`config.mk`:
```
export PLATFORM = sky130hd
export DESIGN_NAME = hdmi_fb_reader
export DESIGN_NICKNAME = d
export VERILOG_FILES = /design/src/rtl/hdmi_fb_reader.sv
export SDC_FILE = /design/constraint.sdc
export NUM_CORES = 1
export LEC_CHECK = 0
export CORE_MARGIN = 4
export CORE_UTILIZATION = 30
export CTS_BUF_LIST = sky130_fd_sc_hd__clkbuf_16
export DETAILED_ROUTE_END_ITERATION = 7
export PLACE_DENSITY = 0.61
export SYNTH_ARGS = -nofsm -noshare
export SYNTH_HDL_FRONTEND = slang
export SYNTH_SLANG_ARGS = --single-unit
```
`constraint.sdc`:
```
create_clock -name i_clk -period 2.4 [get_ports i_clk]
set_input_delay 0.72 -clock i_clk [delete_from_list [all_inputs] [get_ports i_clk]]
set_output_delay 0.72 -clock i_clk [all_outputs]
set_load 0.005 [all_outputs]
```
`src/rtl/hdmi_fb_reader.sv`:
```
// 640x480 display timing generator and frame buffer reader with 2x upscale from 320x240.
// Returned RGB444 is aligned with the delayed sync/DE and expanded to RGB888.
module hdmi_fb_reader #(
   parameter int unsigned H_ACTIVE    = 640,
   parameter int unsigned H_FP        = 16,
   parameter int unsigned H_SYNC      = 96,
   parameter int unsigned H_BP        = 48,
   parameter int unsigned V_ACTIVE    = 480,
   parameter int unsigned V_FP        = 10,
   parameter int unsigned V_SYNC      = 2,
   parameter int unsigned V_BP        = 33,
   parameter bit          SYNC_ACTIVE = 1'b0,
   parameter int unsigned READ_LAT    = 1
) (
   input  logic        i_clk,
   input  logic        i_rst,
   input  logic        i_frame_ready,
   output logic        o_read_req,
   output logic [9:0]  o_read_x,
   output logic [8:0]  o_read_y,
   input  logic [11:0] i_read_data,
   output logic        o_hsync,
   output logic        o_vsync,
   output logic        o_de,
   output logic [23:0] o_rgb,
   output logic        o_frame_start
);

   localparam int unsigned H_TOTAL = H_ACTIVE + H_FP + H_SYNC + H_BP;
   localparam int unsigned V_TOTAL = V_ACTIVE + V_FP + V_SYNC + V_BP;
   localparam int unsigned HW      = $clog2(H_TOTAL);
   localparam int unsigned VW      = $clog2(V_TOTAL);

   localparam logic [HW-1:0] H_LAST = HW'(H_TOTAL - 1);
   localparam logic [HW-1:0] H_ACT  = HW'(H_ACTIVE);
   localparam logic [HW-1:0] H_SS   = HW'(H_ACTIVE + H_FP);
   localparam logic [HW-1:0] H_SE   = HW'(H_ACTIVE + H_FP + H_SYNC);
   localparam logic [VW-1:0] V_LAST = VW'(V_TOTAL - 1);
   localparam logic [VW-1:0] V_ACT  = VW'(V_ACTIVE);
   localparam logic [VW-1:0] V_SS   = VW'(V_ACTIVE + V_FP);
   localparam logic [VW-1:0] V_SE   = VW'(V_ACTIVE + V_FP + V_SYNC);

   logic [HW-1:0]             r_h_cnt;
   logic [VW-1:0]             r_v_cnt;
   logic                      r_fr_meta;
   logic                      r_fr_sync;
   logic                      r_video_en;
   logic [READ_LAT-1:0][3:0]  r_pipe;
   logic                      r_de;
   logic                      r_hsync;
   logic                      r_vsync;
   logic [23:0]               r_rgb;

   logic       w_h_wrap;
   logic       w_v_wrap;
   logic       w_origin;
   logic       w_active;
   logic       w_hs;
   logic       w_vs;
   logic       w_video_en;
   logic       w_act_en;
   logic [3:0] w_pipe_in;
   logic [3:0] w_pipe_out;
   logic [3:0] w_r;
   logic [3:0] w_g;
   logic [3:0] w_b;

   always_comb begin
      w_h_wrap   = (r_h_cnt == H_LAST);
      w_v_wrap   = (r_v_cnt == V_LAST);
      w_origin   = (r_h_cnt == '0) && (r_v_cnt == '0);
      w_active   = (r_h_cnt < H_ACT) && (r_v_cnt < V_ACT);
      w_hs       = (r_h_cnt >= H_SS) && (r_h_cnt < H_SE);
      w_vs       = (r_v_cnt >= V_SS) && (r_v_cnt < V_SE);
      // Enable is taken at the origin and used in that same cycle, so frames are never torn.
      w_video_en = w_origin ? r_fr_sync : r_video_en;
      w_act_en   = w_active && w_video_en;
      // Pipe bit order: {act_en, vs, hs, active}
      w_pipe_in  = {w_act_en, w_vs, w_hs, w_active};
      w_pipe_out = r_pipe[READ_LAT-1];
      {w_r, w_g, w_b} = i_read_data;
   end

   always_ff @(posedge i_clk or posedge i_rst) begin
      if (i_rst) begin
         r_h_cnt <= '0;
         r_v_cnt <= '0;
      end else if (w_h_wrap) begin
         r_h_cnt <= '0;
         r_v_cnt <= w_v_wrap ? '0 : r_v_cnt + 1'b1;
      end else begin
         r_h_cnt <= r_h_cnt + 1'b1;
      end
   end

   always_ff @(posedge i_clk or posedge i_rst) begin
      if (i_rst) begin
         r_fr_meta  <= 1'b0;
         r_fr_sync  <= 1'b0;
         r_video_en <= 1'b0;
      end else begin
         r_fr_meta  <= i_frame_ready;
         r_fr_sync  <= r_fr_meta;
         r_video_en <= w_video_en;
      end
   end

   // Delay timing by the frame buffer read latency so it meets the returned data.
   always_ff @(posedge i_clk or posedge i_rst) begin
      if (i_rst) begin
         r_pipe <= '0;
      end else begin
         r_pipe[0] <= w_pipe_in;
         for (int i = 1; i < READ_LAT; i++) begin
            r_pipe[i] <= r_pipe[i-1];
         end
      end
   end

   always_ff @(posedge i_clk or posedge i_rst) begin
      if (i_rst) begin
         r_de    <= 1'b0;
         r_hsync <= ~SYNC_ACTIVE;
         r_vsync <= ~SYNC_ACTIVE;
         r_rgb   <= 24'h000000;
      end else begin
         r_de    <= w_pipe_out[0];
         r_hsync <= w_pipe_out[1] ? SYNC_ACTIVE : ~SYNC_ACTIVE;
         r_vsync <= w_pipe_out[2] ? SYNC_ACTIVE : ~SYNC_ACTIVE;
         r_rgb   <= w_pipe_out[3] ? {w_r, w_r, w_g, w_g, w_b, w_b} : 24'h000000;
      end
   end

   assign o_read_req    = w_act_en;
   assign o_read_x      = 10'(r_h_cnt >> 1);
   assign o_read_y      = 9'(r_v_cnt >> 1);
   assign o_frame_start = w_origin & ~i_rst;
   assign o_de          = r_de;
   assign o_hsync       = r_hsync;
   assign o_vsync       = r_vsync;
   assign o_rgb         = r_rgb;

endmodule

```
# Word level (Yosys, flattened, before mapping)
# Index checks and enable logic that the tools add are counted.
# word_totals
ff_bits,54
latch_bits,0
ram_bits,0
romBits,0
inputBits,15
out_inout_bits,48
word_cells,35
mem_count,0
# op_classes
n_addsub,2
n_mul,0
div,0
magnitude_cmp,6
eq_ne,2
n_shift,0
n_mux,6
bitwise_logic,2
reduce_logical,7
# ops
cell,count
24-bit 2-to-1 mux,1
10-bit by 1-bit adder with 10-bit output (second input constant),2
10-bit == test (second input constant),2
10-bit logical NOT,2
10-bit < comparator (second input constant),2
10-bit by 9-bit < comparator with 1-bit output (second input constant),2
10-bit 2-to-1 mux,2
10-bit greater-or-equal comparator (second input constant),1
10-bit by 9-bit greater-or-equal comparator with 1-bit output (second input constant),1
1-bit logical AND,5
1-bit 2-to-1 mux,3
1-bit AND,1
1-bit inverter,1

# Depth between registers and ports, before layout
# logic_depth
depth_word,4
mapped_depth,6
depth_no_buf,6

# Worst setup path before layout
# No wires, ideal clock.
# synth_timing
kind,register to output
startpoint,register r_h_cnt[5]
endpoint,output o_read_req
t_arrival_ps,1660
path_slack_ps,20
path_stages_with_launch,6
path_buffers,1
path_cell_list,dfrtp_1 > or2_1 > buf_6 > or4_4 > nor3_4 > mux2i_1
# synth_via
elab_chain_len,4
# synth_rtl
item,line,rtl
start: declaration,43,logic [HW-1:0] r_h_cnt;
start signal: assignment,92,r_h_cnt <= r_h_cnt + 1'b1;
"parallel branches: the longest is 3 deep, another holds 10-bit < comparator",n/a,
1-bit logical AND *,77,w_act_en = w_active && w_video_en;
end: declaration,18,"output logic o_read_req,"
# Every way passes the cells marked *.

# Final worst setup path
# layout_timing
startpoint,register r_h_cnt[8]
endpoint,output o_read_req
# Same word-level chain as after synthesis.

==> results.toml <==
[power]
leakage_nw = 1.387
peakVddDrop_mv = 0.2757
p_per_area_nw_per_um2 = 536.0
finalPower_w = 0.001626

[global_routing]
grt_max_degree = 43
grt_antenna_before_repair = 0
grt.total_usage_pct = 11.43
grt_pass1_vias = 1477
grt_overflow_total = 0
grt_pass1_wl_um = 7514

[cells_and_area]
layout-drive-gt1-share_pct = 25.19
area_delta_synth_final_pct = 47.33
nFillCells = 590
utilization_pct = 46.72
diodes = 0
nets = 284
final_area_um2 = 3034

[synthesis]
ys_seq_area_share_pct = 51.15
synth_edf_count = 0
synthCells = 192
synthXorXnorAreaFrac_pct = 4.253
synthArstFlopShare_pct = 100.0
ys_warn_count = 0
muxShareOfSynthArea_pct = 2.066
syn_avg_cell_area_um2 = 10.73
synthSimpleGateAreaFrac_pct = 20.35
synthFlopType = "dfrtp_1"
synth-compound-area-share_pct = 4.982
synthAdderAreaFrac_pct = 2.430
ys_types = 45
synth_nets = 211
synth_area_um2 = 2059
synth-seq-cells = 42
synth_top_family_by_area = "simple AND/OR/NAND/NOR gates"

[timing]
rsz0062_at_grt = "true"
setup_viol = 2
max_freq_ghz = 0.3748
slew_violations = 0
min_period_ns = 2.668
layout_setup_ws_ns = -0.2679
relSlewSlack_pct = 64.62
hold_viol = 0
period_share_pct = 111.2
finClkSkew_ns = 0.002884
tightestPinTransition_ns = 0.5307

[placement]
globalplace.congestion = 0.7684
preCtsSetupSlack_ns = -0.3768
io_buffers = 61
hpwl_um = 3346
placed_cell_area_um2 = 2778

[critical_path]
timing.rr.end = "r_v_cnt[4]$_DFFE_PP0N_"
setup.worst_path.start = "r_h_cnt[8]$_DFF_PP0_"
cp.arrival_ns = 1.95
startpoint_type = "flip-flop"
reg2reg_depth = 8
end_kind = "output port"
r2r-start = "r_h_cnt[8]$_DFF_PP0_"
crit_required_ns = 1.68
criticalPathCategory = "flip-flop to output port"
worstSetupEndpoint = "o_read_req"
rrSetupSlack_ns = 0.49
path_max_fanout = 2

[cts]
numCtsBuffers = 5
worst_skew_pair.late_latency_ns = 0.28
cts_max_path_buffers = 2
cts.clk_slew.worst_paths_ns = 0.06
clk_root_buffer_cell = "clkbuf_16"
cts-hold-fix-buffers = 0
cts_sinks = 42
htreeDepth = 2
cts_tree = "yes"

[route]
drc = 0
avgRoutedWirePerCell_um = 13.26
drt.antenna.violating_nets = 0
top_layer = "met4"
wl_um = 4549
drtPass1Iterations = 4
m1WireLength_um = 2175
route.met3.wl_um = 257
drt-initial-drc-count = 49
met2_length_um = 2046
via_per_inst = 4.583
vias = 1572

[floorplanning]
core_um2 = 6495
initial_core_util_pct = 31.71
ios = 63
die_w_um = 90.86
core.rowCount = 29
die_h_um = 90.86
dieArea_um2 = 8255

[hold_path]
hp-class = "flip-flop to flip-flop"

[run]
drv_cap = 0

[status]
violations = "negative setup slack"
status = "finished with violations"
## cell usage after synthesis, drive strengths merged, types with 3 or more instances
master	number	area, um2
and2	14	88.84
and3	4	25.02
and4	3	26.28
buf	32	244.0
clkbuf	4	15.01
dfrtp	40	1001
ha	4	50.05
inv	11	41.29
nand2	8	30.03
nand3	7	35.03
nand4	5	31.28
nor2	8	30.03
nor3	4	36.29
nor4	3	18.77
o21ai	5	25.02
xnor2	5	43.79
xor2	5	43.79
## flip-flops by register name (all words and copies together) (netlist names)
register and cells:
o_de 1, r_v_cnt 10, r_video_en 1, r_h_cnt 10
o_hsync 1, o_vsync 1, r_fr_meta 1, r_pipe 4
r_fr_sync 1, o_rgb 12
## cell families after synthesis
| kind of cell | count (synthesis) |
|---|---|
| compound gates | 16 |
| xor+xnor | 10 |
| fa+ha+maj | 4 |
| buf+inv | 47 |
| flops | 42 |
| mux | 4 |
| other cells | 1 |
| simple gates | 68 |
## layout by cell type, fill, tap and decap left out, drive strengths merged, types with 5 or more instances in the layout
master | Yosys | layout
nor2 | 8 | 8
xor2 | 5 | 5
buf | 32 | 43
dfrtp | 40 | 40
nand2 | 8 | 8
nand3 | 7 | 7
nand4 | 5 | 5
clkbuf | 4 | 5
o21ai | 5 | 5
inv | 11 | 11
xnor2 | 5 | 5
clkdlybuf4s50 | 0 | 59
and2 | 14 | 14
## final cells by class
class | instances | area [um2] | share of cell area, %
well taps | 77 | 96.34 | 3.175
multi-input cells | 103 | 740.7 | 24.41
inverters | 11 | 41.29 | 1.361
flip-flops and latches | 42 | 1054 | 34.72
repair buffers | 102 | 908.4 | 29.94
clock inverters | 3 | 68.82 | 2.268
clock buffers | 5 | 125.1 | 4.124
## metrics by stage
step | setup TNS, ns | std cells | hold slack, ns
finish | -0.3257 | 343 | 0.3505
CTS | -0.3976 | 341 | 0.3547
global placement | -0.6212 | 330 | 0.3326
detailed placement | -0.6821 | 330 | 0.3403
floorplan | 0 | 192 | 0.3312
global route | -0.4512 | 343 | 0.3583
## power by group
group | internal [W] | total [W] | switching [W] | leakage (nW)
sequential | 0.000710 | 0.000711 | 0.000000691 | 0.551
clock | 0.000598 | 0.000878 | 0.000280 | 0.0940
combinational | 0.0000209 | 0.0000381 | 0.0000172 | 0.743
## timing repair
| item | CTS | global route |
|---|---|---|
| setup buffers | 3 | 2 |
| gates resized for setup | 13 | 4 |
| setup endpoints to repair | 2 | 2 |
| pin swaps | 6 | 2 |
## worst min-delay path by stage
| stage | from | end | slack, ns | cells past startpoint |
|---|---|---|---|---|
| 6_report | r_pipe[0]$_DFF_PP0_ | o_de$_DFF_PP0_ | 0.35 | 0 |
| 5_1_grt | r_pipe[0]$_DFF_PP0_ | o_de$_DFF_PP0_ | 0.36 | 0 |
| 4_1_cts | r_pipe[0]$_DFF_PP0_ | o_de$_DFF_PP0_ | 0.35 | 0 |
| 3_5_place_dp | r_pipe[0]$_DFF_PP0_ | o_de$_DFF_PP0_ | 0.34 | 0 |
| 3_3_place_gp | r_pipe[0]$_DFF_PP0_ | o_de$_DFF_PP0_ | 0.33 | 0 |
| 2_1_floorplan | r_pipe[0]$_DFF_PP0_ | o_de$_DFF_PP0_ | 0.33 | 0 |
## worst max-delay path: stages (launching register included)
cell     delay [ns]
dfrtp_1        0.37
or2_4          0.25
or4_4          0.49
nor3_4         0.16
mux2i_2        0.24
buf_2          0.15
## layer usage
layer,vias to the layer above,global-route usage (%)
met5,-,0
li1,764,-
met1,748,14.72
met2,53,17.97
met3,7,3.583
met4,0,4.271
Power figures use the tool's default switching activity.
==> edit, RTL diff (config.mk and constraints unchanged) <==
Change the parameter `H_BP` from 48 to 96.
--- a/src/rtl/hdmi_fb_reader.sv
+++ b/src/rtl/hdmi_fb_reader.sv
@@ -4,7 +4,7 @@
    parameter int unsigned H_ACTIVE    = 640,
    parameter int unsigned H_FP        = 16,
    parameter int unsigned H_SYNC      = 96,
-   parameter int unsigned H_BP        = 48,
+   parameter int unsigned H_BP        = 96,
    parameter int unsigned V_ACTIVE    = 480,
    parameter int unsigned V_FP        = 10,
    parameter int unsigned V_SYNC      = 2,
Formal check against the unedited RTL: no difference found for any inputs over 10 cycles, from zero or initial values and one cycle with i_rst high; that may be too few to reach the edited logic, so the function may still have changed.
==> edit against the original RTL <==
- the flow still finishes with violations (setup timing)
- design area decreased by 3.1%
- via count shrank 3.1%
- count of clock-buffer cells in the layout did not move
- synthesized cell count up 2.1%
- synthesized area increased by 1.1%
- worst setup slack worse by 0.024 ns
- total power fell by 7.7%
- routed wire length decreased by 1.0%
- sequential cell count did not move
- critical endpoint unchanged
==> edit: results (changes against the original RTL) <==
\begin{tabular}{lr}
\hline
Metric & Value \\
\hline
\multicolumn{2}{l}{\textbf{Timing}} \\
\quad Minimum hold slack & 0.348 ns (was 0.350 ns) \\
\quad Worst setup slack after layout & -0.292 ns (was -0.268 ns) \\
\quad Sum Neg Setup Slack & -0.292 ns (was -0.326 ns) \\
\quad Worst Max-Slew Pin Slew & 0.564 ns (was 0.531 ns) \\
\quad Final-report setup violation count & 1 (was 2) \\
\multicolumn{2}{l}{\textbf{Drt}} \\
\quad Overall via count from detail\_route & 1524 (was 1572) \\
\quad Post-Route WL & 4.50 mm (was 4.55 mm) \\
\quad DRC marker count from the first detailed-route iteration & 46 (was 49) \\
\multicolumn{2}{l}{\textbf{Critical path}} \\
\quad Critical path's top delay family & compound AO/OA/AOI/OAI gates (was simple AND/OR/NAND/NOR gates) \\
\quad Worst r2r path cells & 5 (was 8) \\
\quad Worst r2r src & r\_h\_cnt[5] (was r\_h\_cnt[8]) \\
\quad Standard cell with the maximum stage delay on the critical path & sky130\_fd\_sc\_hd\_\_or4b\_4 (was sky130\_fd\_sc\_hd\_\_or4\_4) \\
\quad CP Max Fanout & 3 (was 2) \\
\quad Signal arrival time at the worst endpoint & 1.97 ns (was 1.95 ns) \\
\quad Setup slack of the most critical reg-to-reg path & 0.42 ns (was 0.49 ns) \\
\quad End of the worst register-to-register path & r\_v\_cnt[9] (was r\_v\_cnt[4]) \\
\multicolumn{2}{l}{\textbf{Status}} \\
\quad Violations in the final reports & setup timing (unchanged) \\
\quad Status & finished with violations (unchanged) \\
\multicolumn{2}{l}{\textbf{Logic synthesis}} \\
\quad Net count of the mapped netlist & 215 (was 211) \\
\quad List of most frequent post-synthesis cells & sky130\_fd\_sc\_hd\_\_dfrtp\_1 (40), sky130\_fd\_sc\_hd\_\_buf\_4 (32), sky130\_fd\_sc\_hd\_\_and2\_1 (12) (was sky130\_fd\_sc\_hd\_\_dfrtp\_1 (40), sky130\_fd\_sc\_hd\_\_buf\_4 (31), sky130\_fd\_sc\_hd\_\_and2\_1 (13)) \\
\quad Mean post-synth cell area & 10.6 um2 (was 10.7 um2) \\
\quad Share of the yosys chip area belonging to registers & 50.6\% (was 51.2\%) \\
\multicolumn{2}{l}{\textbf{Place}} \\
\quad Final HPWL DP & 3.41 mm (was 3.35 mm) \\
\quad Final estimated routing congestion in global placement & 0.824 (was 0.768) \\
\quad DP Cell Count & 329 (was 330) \\
\quad Post-placement worst setup slack & -0.443 ns (was -0.377 ns) \\
\multicolumn{2}{l}{\textbf{Cells and area}} \\
\quad Max FFs per register & 12 (unchanged) \\
\quad Fraction of final layout cells sized beyond drive strength 1 & 20.5\% (was 25.2\%) \\
\quad Nets & 276 (was 284) \\
\multicolumn{2}{l}{\textbf{Global routing}} \\
\quad Global router's overall resource usage & 11.3\% (was 11.4\%) \\
\quad Maximum number of pins on one net before global-route repair & 30 (was 43) \\
\quad Wire length of the first global-routing pass & 7.53 mm (was 7.51 mm) \\
\hline
\end{tabular}
[edit: kinds of logic (layout without fill, tap and decap cells)]
family                     count (synthesis)  in the layout  synth area share (%)
buffers and inverters                     49            111                  15.1
AOI/OAI and AO/OA                         17             17                  5.05
other                                      1              1                 0.180
DFF                                       42             42                  50.6
muxes                                      1              1                 0.541
and+or+nand+nor                           71             71                  21.5
xor gates and xnor gates                  11             11                  4.63
adders and majority gates                  4              4                  2.40
[edit: per-layer routing]
layer  share of wire [%]  wire, um  track usage, %
met1                  46      2070            14.6
met2                  46      2070            18.0
met3                 6.7       301            3.98
met4                 1.4        61            3.39
met5                   0         0               0
[edit: report_power, final]
part           total (uW)  switching, uW  internal [uW]
registers             711          0.700            710
logic                39.3           17.7           21.6
clock network         751            265            486
[edit: through the flow]
step,cell area [um2],util (%)
after detailed placement,2750,40.7
after CTS,2930,43.3
after global placement,2750,40.7
final,2940,43.5
after global routing,2940,43.5
after floorplan,2090,-
[edit: repair_timing]
item,in CTS,in global routing
endpoints found under the setup margin,2,2
hold endpoints to repair,0,0
gates resized for setup,11,2
pin swaps,2,2
setup buffers,0,1
[edit: how the worst max path moves through the flow]
stage,endpoint,slack (ns),cells past startpoint
4_1_cts,o_read_req,-0.30,7
3_5_place_dp,o_frame_start,-0.44,3
2_1_floorplan,o_read_req,0.15,6
5_1_grt,o_read_req,-0.38,7
6_report,o_read_req,-0.29,6
3_3_place_gp,o_frame_start,-0.45,3
[edit: layout make-up]
class,count,share of cell area (%)
Clock buffer,5,4.26
Clock inverter,3,1.36
Inverter,11,1.40
Multi-Input combinational cell,105,25.3
Sequential cell,42,35.8
Tap cell,80,3.40
Timing Repair Buffer,92,28.4
